--- src/rtl/tile_cov_walker_pkg.sv ---
// Shared definitions for the tile coverage walker.
// Holds the tile geometry, the walker state encoding, the fragment record
// and a small mask helper used by the walker datapath.
package tile_cov_walker_pkg;

    localparam int TILE_DIM   = 32;
    localparam int TILE_SHIFT = 5;
    localparam int COORD_W    = 11;

    // 32 rows x 32 pixels is the most one tile can ever produce.
    localparam logic [10:0] FRAG_COUNT_MAX = 11'd1024;

    typedef enum logic [2:0] {
        IDLE    = 3'd0,
        SETTLE  = 3'd1,
        CAPTURE = 3'd2,
        WALK    = 3'd3,
        NEXT    = 3'd4
    } walk_state_e;

    typedef struct packed {
        logic [10:0] x;
        logic [10:0] y;
        logic        eol;
    } frag_t;

    // Drops the lowest set bit of a row mask (the fragment just handed out).
    function automatic logic [31:0] clear_lowest(input logic [31:0] m);
        return m & (m - 32'd1);
    endfunction

endpackage

--- src/rtl/tile_cov_walker_enc.sv ---
// cov_lsb_enc: combinational lowest-set-bit encoder for a 32-bit row mask.
// Ports:
//   vec    - row coverage mask
//   idx    - index of the lowest set bit (0 when vec is empty)
//   any    - at least one bit set
//   single - exactly one bit set
module cov_lsb_enc
    import tile_cov_walker_pkg::*;
(
    input  logic [31:0] vec,
    output logic [4:0]  idx,
    output logic        any,
    output logic        single
);

    // Scan from the top down so the lowest set bit is the last one written.
    always_comb begin
        idx = 5'd0;
        for (int i = TILE_DIM - 1; i >= 0; i--) begin
            if (vec[i]) begin
                idx = 5'(i);
            end else begin
                idx = idx;
            end
        end
    end

    // A mask with its lowest bit removed is empty only if one bit was set.
    always_comb begin
        any    = |vec;
        single = any && (clear_lowest(vec) == 32'd0);
    end

endmodule

--- src/rtl/tile_cov_walker.sv ---
// tile_cov_walker: steps the coverage evaluator through the 32 rows of a
// 32x32 tile and converts each row mask into a stream of (x,y) fragments.
// Ports:
//   clock, reset            - clock, asynchronous active-high reset
//   tile_start, tile_abort  - begin a tile (IDLE only) / return to IDLE
//   tile_x, tile_y          - tile indices, latched on an accepted start
//   x_ps, y_ps              - pixel coordinates driven to the evaluator
//   inTri                   - row coverage mask from the evaluator
//   frag_valid/ready        - fragment handshake
//   frag_x, frag_y, frag_eol- fragment position, last-in-row flag
//   busy, tile_done         - activity level, normal-completion pulse
//   frag_count              - fragments accepted in the current tile
module tile_cov_walker
    import tile_cov_walker_pkg::*;
#(
    parameter int SETTLE_CYCLES = 1
)(
    input  logic        clock,
    input  logic        reset,
    input  logic        tile_start,
    input  logic        tile_abort,
    input  logic [5:0]  tile_x,
    input  logic [5:0]  tile_y,
    output logic [10:0] x_ps,
    output logic [10:0] y_ps,
    input  logic [31:0] inTri,
    output logic        frag_valid,
    input  logic        frag_ready,
    output logic [10:0] frag_x,
    output logic [10:0] frag_y,
    output logic        frag_eol,
    output logic        busy,
    output logic        tile_done,
    output logic [10:0] frag_count
);

    localparam logic [2:0] SETTLE_LAST = 3'(SETTLE_CYCLES - 1);

    walk_state_e state_r, state_nxt_s;
    logic [4:0]  row_r;
    logic [2:0]  settle_cnt_r;
    logic [31:0] mask_r, mask_nxt_s;
    logic [10:0] x_ps_r, y_ps_r, frag_count_r;
    frag_t       frag_r, frag_nxt_s;
    logic        frag_valid_r, frag_valid_nxt_s;
    logic        busy_r, busy_nxt_s;
    logic        tile_done_r, tile_done_nxt_s;
    logic        xfer_s, start_ok_s, last_row_s;
    logic [4:0]  enc_idx_s;
    logic        enc_any_s, enc_single_s;

    assign xfer_s     = frag_valid_r && frag_ready;
    assign start_ok_s = (state_r == IDLE) && tile_start && !tile_abort;
    assign last_row_s = (row_r == 5'd31);

    // The fragment outputs are registered, so the encoder looks at the mask
    // as it will be after this edge rather than the current one.
    cov_lsb_enc u_enc (
        .vec    (mask_nxt_s),
        .idx    (enc_idx_s),
        .any    (enc_any_s),
        .single (enc_single_s)
    );

    // State register.
    always_ff @(posedge clock or posedge reset) begin
        if (reset) begin
            state_r <= IDLE;
        end else begin
            state_r <= state_nxt_s;
        end
    end

    // Next-state logic; abort overrides every transition.
    always_comb begin
        state_nxt_s = state_r;
        if (tile_abort) begin
            state_nxt_s = IDLE;
        end else begin
            case (state_r)
                IDLE:    if (tile_start) state_nxt_s = SETTLE;
                         else            state_nxt_s = IDLE;
                SETTLE:  if (settle_cnt_r == SETTLE_LAST) state_nxt_s = CAPTURE;
                         else                             state_nxt_s = SETTLE;
                CAPTURE: if (inTri == 32'd0) state_nxt_s = NEXT;
                         else                state_nxt_s = WALK;
                WALK:    if (xfer_s && frag_r.eol) state_nxt_s = NEXT;
                         else                      state_nxt_s = WALK;
                NEXT:    if (last_row_s) state_nxt_s = IDLE;
                         else            state_nxt_s = SETTLE;
                default: state_nxt_s = IDLE;
            endcase
        end
    end

    // Mask update: load on capture, retire the lowest bit on each transfer.
    always_comb begin
        mask_nxt_s = mask_r;
        if (tile_abort) begin
            mask_nxt_s = 32'd0;
        end else if (state_r == CAPTURE) begin
            mask_nxt_s = inTri;
        end else if (xfer_s) begin
            mask_nxt_s = clear_lowest(mask_r);
        end else begin
            mask_nxt_s = mask_r;
        end
    end

    // Output logic: next values of the registered outputs.
    always_comb begin
        frag_valid_nxt_s = 1'b0;
        frag_nxt_s       = '0;
        if (state_nxt_s == WALK) begin
            frag_valid_nxt_s = enc_any_s;
            frag_nxt_s.x     = {x_ps_r[COORD_W-1:TILE_SHIFT], enc_idx_s};
            frag_nxt_s.y     = y_ps_r;
            frag_nxt_s.eol   = enc_single_s;
        end else begin
            frag_valid_nxt_s = 1'b0;
            frag_nxt_s       = '0;
        end
        tile_done_nxt_s = (state_r == NEXT) && last_row_s && !tile_abort;
        busy_nxt_s      = (state_nxt_s != IDLE);
    end

    // Datapath and output registers.
    always_ff @(posedge clock or posedge reset) begin
        if (reset) begin
            row_r        <= 5'd0;
            settle_cnt_r <= 3'd0;
            mask_r       <= 32'd0;
            x_ps_r       <= 11'd0;
            y_ps_r       <= 11'd0;
            frag_count_r <= 11'd0;
            frag_r       <= '0;
            frag_valid_r <= 1'b0;
            busy_r       <= 1'b0;
            tile_done_r  <= 1'b0;
        end else begin
            mask_r       <= mask_nxt_s;
            frag_r       <= frag_nxt_s;
            frag_valid_r <= frag_valid_nxt_s;
            busy_r       <= busy_nxt_s;
            tile_done_r  <= tile_done_nxt_s;
            // Restarts from zero on every entry into SETTLE.
            if (state_r == SETTLE) begin
                settle_cnt_r <= settle_cnt_r + 3'd1;
            end else begin
                settle_cnt_r <= 3'd0;
            end
            if (start_ok_s) begin
                x_ps_r       <= {tile_x, 5'd0};
                y_ps_r       <= {tile_y, 5'd0};
                row_r        <= 5'd0;
                frag_count_r <= 11'd0;
            end else begin
                if (xfer_s && !tile_abort && (frag_count_r != FRAG_COUNT_MAX)) begin
                    frag_count_r <= frag_count_r + 11'd1;
                end else begin
                    frag_count_r <= frag_count_r;
                end
                if ((state_r == NEXT) && !last_row_s && !tile_abort) begin
                    row_r  <= row_r + 5'd1;
                    y_ps_r <= {y_ps_r[COORD_W-1:TILE_SHIFT], row_r + 5'd1};
                end else begin
                    row_r  <= row_r;
                    y_ps_r <= y_ps_r;
                end
            end
        end
    end

    assign x_ps       = x_ps_r;
    assign y_ps       = y_ps_r;
    assign frag_valid = frag_valid_r;
    assign frag_x     = frag_r.x;
    assign frag_y     = frag_r.y;
    assign frag_eol   = frag_r.eol;
    assign busy       = busy_r;
    assign tile_done  = tile_done_r;
    assign frag_count = frag_count_r;

endmodule

--- config.mk ---
export PLATFORM = sky130hd
export DESIGN_NAME = tile_cov_walker
export DESIGN_NICKNAME = d
export VERILOG_FILES = /design/src/rtl/tile_cov_walker_pkg.sv /design/src/rtl/tile_cov_walker_enc.sv /design/src/rtl/tile_cov_walker.sv
export SDC_FILE = /design/constraint.sdc
export NUM_CORES = 1
export LEC_CHECK = 0
export BUFFER_PORTS_ARGS = -buffer_cell sky130_fd_sc_hd__buf_2
export CORE_MARGIN = 1
export CORE_UTILIZATION = 50
export CTS_CLUSTER_DIAMETER = 50
export DETAILED_ROUTE_END_ITERATION = 8
export PLACE_DENSITY_LB_ADDON = 0.3
export SYNTH_ARGS = -nofsm -noshare
export SYNTH_HDL_FRONTEND = slang
export SYNTH_SLANG_ARGS = --single-unit
--- constraint.sdc ---
create_clock -name clock -period 2.9 [get_ports clock]
set_input_delay 0.29 -clock clock [delete_from_list [all_inputs] [get_ports clock]]
set_output_delay 0.29 -clock clock [all_outputs]
set_load 0.005 [all_outputs]
Word level (Yosys, flattened, before mapping)
Index checks and enable logic that the tools add are counted.
W data, S select, Z words.
{ "totals": {"regBits": 97, "input_bits": 49, "out_inout_bits": 59} }
{ "op_classes": {"add_sub_neg": 5, "n_eq_ne": 7, "mux": 51, "n_bitwise": 2, "n_reduce_logical": 21} }
{ "op_table": {"columns": ["cell", "count"], "rows": [
  ["$mux W5", 35],
  ["$mux W32", 3],
  ["$and A32 B32 Y32", 2],
  ["$logic_not A32 Y1", 2],
  ["$sub A32 B1 Y32 const B", 2],
  ["$mux W11", 3],
  ["$reduce_or A32 Y1", 1],
  ["$mux W23", 1],
  ["$pmux W3 S5", 1],
  ["$mux W3", 4],
  ["$add A11 B1 Y11 const B", 1],
  ["$logic_and A1 B1 Y1", 11],
  ["$ne A11 B11 Y1 const B", 1],
  ["$eq A3 B2 Y1 const B", 3],
  ["$logic_not A3 Y1", 2],
  ["$add A5 B1 Y5 const B", 1],
  ["$eq A5 B5 Y1 const B", 1],
  ["$reduce_bool A2 Y1", 2],
  ["$add A3 B1 Y3 const B", 1],
  ["$eq A3 B1 Y1 const B", 1],
  ["$eq A3 B3 Y1 const B", 1],
  ["$mux W1", 3],
  ["$reduce_bool A3 Y1", 1],
  ["$logic_not A1 Y1", 2],
  ["$mux W2", 1]
]} }

Depth between registers and ports, before layout
{ "logic_depth": {"ltp_word": 38, "depth_mapped": 13, "ltp_nobuf": 10} }

By module
A second synthesis with hierarchy kept.
{ "unflattened": {"hier_cells": 564, "hier_area_um2": 4983.5} }
{ "by_module_without_submodules": {"columns": ["mod", "n_inst", "cells_each", "area_each_um2"], "rows": [
  ["tile_cov_walker", 1, 450, 4269.1],
  ["cov_lsb_enc", 1, 114, 714.4]
]} }

Worst setup path before layout
No wires, ideal clock.
{ "synth_path": {"path_kind": "register to register", "startpoint": "register mask_r[8]", "endpoint": "register frag_r, in the netlist frag_x[1]", "setup_time_ns": 0.078, "t_arrival_ns": 3.098, "required_time_ns": 2.822, "path_slack_ns": -0.275, "path_stages_with_launch": 11, "n_path_buf": 1, "synth_period_minus_slack_ns": 3.175, "cell_sequence": "dfrtp_1 -> or4_1 -> buf_2 -> nor4_4 -> nand2_4 -> o41ai_4 -> o211ai_1 -> a2111o_1 -> a2111oi_2 -> o21ai_1 -> a21oi_1"} }
{ "synth_lines": {"columns": ["element", "line_no", "rtl"], "rows": [
  ["start: declaration", "tile_cov_walker.sv:42", "logic [31:0] mask_r, mask_nxt_s;"],
  ["start signal: assignment", "tile_cov_walker.sv:141", "mask_r <= mask_nxt_s;"],
  ["end signal: assignment", "tile_cov_walker.sv:142", "frag_r <= frag_nxt_s;"],
  ["end: declaration", "tile_cov_walker.sv:44", "frag_t frag_r, frag_nxt_s;"]
]} }

==> results.toml <==
[route]
wl_per_cell_um = 18.73
drtPass1Iterations = 5
ant_nets = 0
top_layer = "met4"
wl_met2_mm = 8.911
viasPerCell = 5.883
met1Wirelength_mm = 7.561
drc = 0
wl_mm = 18.09
drt_iter0_markers = 517
via_count = 5683
wl_met3_mm = 1.092

[clock_network]
clock_latency_ns = 0.38
cts_root_buf = "clkbuf_8"
clockBufferDepth = 2
numCtsBuffers = 9
cts.sinks = 92
cts_hold_buf = 0
cts_max_level = 3
clk_pin_slew_worst_paths_ns = 0.11
cts_tree = "done"

[power_and_ir_drop]
clkPwrFrac_pct = 20.0
sw_frac_of_total_pct = 38.68
p_int_uw = 2726
power.leakage_uw = 0.003809
total_power_uw = 4445
ir_drop_mv = 0.4107
power_frac_comb_pct = 46.1
p_switching_uw = 1719
power_frac_seq_pct = 33.9
powerDensity_nw_per_um2 = 586.7

[setup_path]
worstPathRequired_ns = 3.20
crit_fanout = 5
cp_top_family = "simple AND/OR/NAND/NOR gates"
cp_cell_sequence = "or3_4, buf_6, nor4_4, buf_6, nand4_1, a211oi_4, nor4b_4, buf_6, a41oi_2, a211oi_2, nand4_1, nor4_2"
worst_setup_path_end_kind = "register"
startpoint_type = "register"
crit_arrival_ns = 3.46
path_buf_inv = 3
critPathKind = "register to register"
slowest_stage = "or3_4"
crit_top_cell = "buf_6"
crit_path_max_incr_delay_ns = 0.41

[logic_synthesis]
syn_avg_cell_area_um2 = 8.792
synth_enable_flop_cells = 0
synth_ff_type = "dfrtp_1"
synth.yosys.seq_area_share_pct = 43.79
synth.distinct_cells = 74
syn-instance-count = 598
postSynth.asyncResetShare_pct = 100.0
yosysWarnings = 0
ys_ff_latch = 92
synthesis.area_um2 = 5258

[global_routing]
grt_max_degree = 56
grt_first_pass_wirelength_mm = 28.23
overflow = 0
grt_pass1_vias = 5584
antenna_found_initial = 0
track_usage_pct = 33.43

[sta]
fin_crit_sh_pct = 108.9
skew_ns = 0.01212
slew_viol_final = 0
min_period_ns = 3.157
setup_slack_ns = -0.2570
fmax_mhz = 316.8
setup_viol = 5
hold_slack_ns = -0.01605
worstMarginPinSlew_ns = 0.7097
grt_setup_unrepaired = "yes"
slew_headroom_pct = 52.63
hold_violations = 18
fin_setup_tns_ns = -0.5073

[die]
initial_core_util_pct = 51.16
core_area_um2 = 10280
die_w_um = 104.5
die-height_um = 104.5
die_area_um2 = 10930
rows = 37
pin_count = 108

[outcome]
status = "complete, but fails checks"
violations = "negative hold slack, negative setup slack"

[cells_and_area]
layout_common_cells = "buf_4, buf_2, nand2_1, dfrtp_1, nor2_1"
diodes = 0
syn_to_final_growth_pct = 44.10
multi_input_area_um2 = 3138
fill_cells = 808
final_common_cell = "buf_4"
stdcell_area_um2 = 7576
fin_util_pct = 73.72
seq_area_um2 = 2302
drive_gt1_share_pct = 40.60
finalNetCount = 880

[placement]
placed_area_um2 = 6847
portBuffers = 102
dp_hpwl_mm = 13.42
post-place-ws_ns = -0.2399
place_congestion = 0.9785

[hold_path]
min_path_type = "input pin to async pin"

[run]
drv_cap = 0
[sequential cells by signal, summed over array words and instances (netlist names)]
| signal | cells |
|---|---|
| frag_x | 11 |
| busy | 1 |
| frag_eol | 1 |
| tile_done | 1 |
| frag_y | 11 |
| mask_r | 32 |
| frag_valid | 1 |
| y_ps | 6 |
| settle_cnt_r | 3 |
| frag_count | 11 |
| x_ps | 6 |
| row_r | 5 |
| state_r | 3 |
[cell type report]
type,instances,share of cell area [%]
clock buffers,9,1.635
clock inverters,7,1.007
inverters,20,1.007
multi-input cells,455,41.42
flip-flops and latches,92,30.39
well taps,136,2.246
repair buffers,247,22.30
[synthesized netlist by cell type (4+ instances only)]
library cell	number	share of area (%)
nand3_1	14	1.3
inv_1	18	1.3
a21oi_1	36	3.4
a21o_1	4	0.57
and2_1	22	2.6
a31oi_1	6	0.71
and3_1	11	1.3
clkbuf_1	23	1.6
ha_1	6	1.4
a31o_2	5	0.83
o211ai_1	9	1.3
o21ai_0	20	1.9
mux2_2	4	0.86
nor2_1	59	4.2
a311oi_1	6	1.0
nand2b_1	4	0.48
or3_1	7	0.83
or2_2	4	0.48
nand2_1	93	6.6
o211a_1	4	0.76
dfrtp_1	92	44
buf_4	5	0.71
xor2_1	9	1.5
buf_1	4	0.29
a211oi_1	6	0.86
mux2i_1	5	0.95
nor3_1	22	2.1
nor4_1	11	1.3
nand4_1	9	1.1
[kinds of logic after synthesis]
group                    count (synthesis)  synth area share (%)
AND/OR/NAND/NOR                        283                 27.42
AO/OA/AOI/OAI                          139                 18.92
flip-flops                              92                 43.79
buffers and inverters                   55                 4.355
XOR/XNOR                                11                 1.833
multiplexers                             9                 1.809
adder cells (fa/ha/maj)                  8                 1.809
other                                    1               0.07133
[stage by stage]
stage,instances,hold slack (ns)
after floorplan,602,0.3954
final,966,-0.01605
after detailed placement,931,0.4189
after global placement,931,0.4127
after global routing,966,0.03523
after CTS,954,0.002559
[repair_timing]
action / 4_1_cts / 5_1_grt
resized for setup: 20 / 55
pin swaps: 10 / 26
setup endpoints to repair: 7 / 7
cloned: 0 / 1
setup buffers: 7 / 12
[metal layers]
metal  track usage [%]  vias up
met5                 0        -
met4             12.96        0
met3             4.554       49
met2             56.20      247
met1             43.79     2778
li1                  -     2609
[final timing paths]
| kind | startpoint | to | slack, ns | cells past startpoint |
|---|---|---|---|---|
| setup / recovery | mask_r[3]$_DFF_PP0_ | frag_eol$_DFF_PP0_ | -0.26 | 12 |
| hold / removal | reset | frag_valid$_DFF_PP0_ | -0.02 | 2 |
| setup reg to reg | mask_r[3]$_DFF_PP0_ | frag_eol$_DFF_PP0_ | -0.26 | 12 |
| hold reg to reg | settle_cnt_r[0]$_DFF_PP0_ | settle_cnt_r[0]$_DFF_PP0_ | 0.49 | 1 |
| max in group asynchronous | reset | mask_r[2]$_DFF_PP0_ | 2.20 | 3 |
| min in group clock | tile_x[3] | x_ps[8]$_DFFE_PP0P_ | 0.08 | 3 |
[power by group through the flow]
stage          logic [uW]  registers (uW)  clock network, uW
4_1_cts              1780            1500                899
5_1_grt              2200            1520                952
2_1_floorplan         913            1520                  0
3_5_place_dp         1680            1530                  0
6_report             2050            1510                887
3_3_place_gp         1660            1510                  0
No activity file was read; power rests on OpenSTA's default activity.
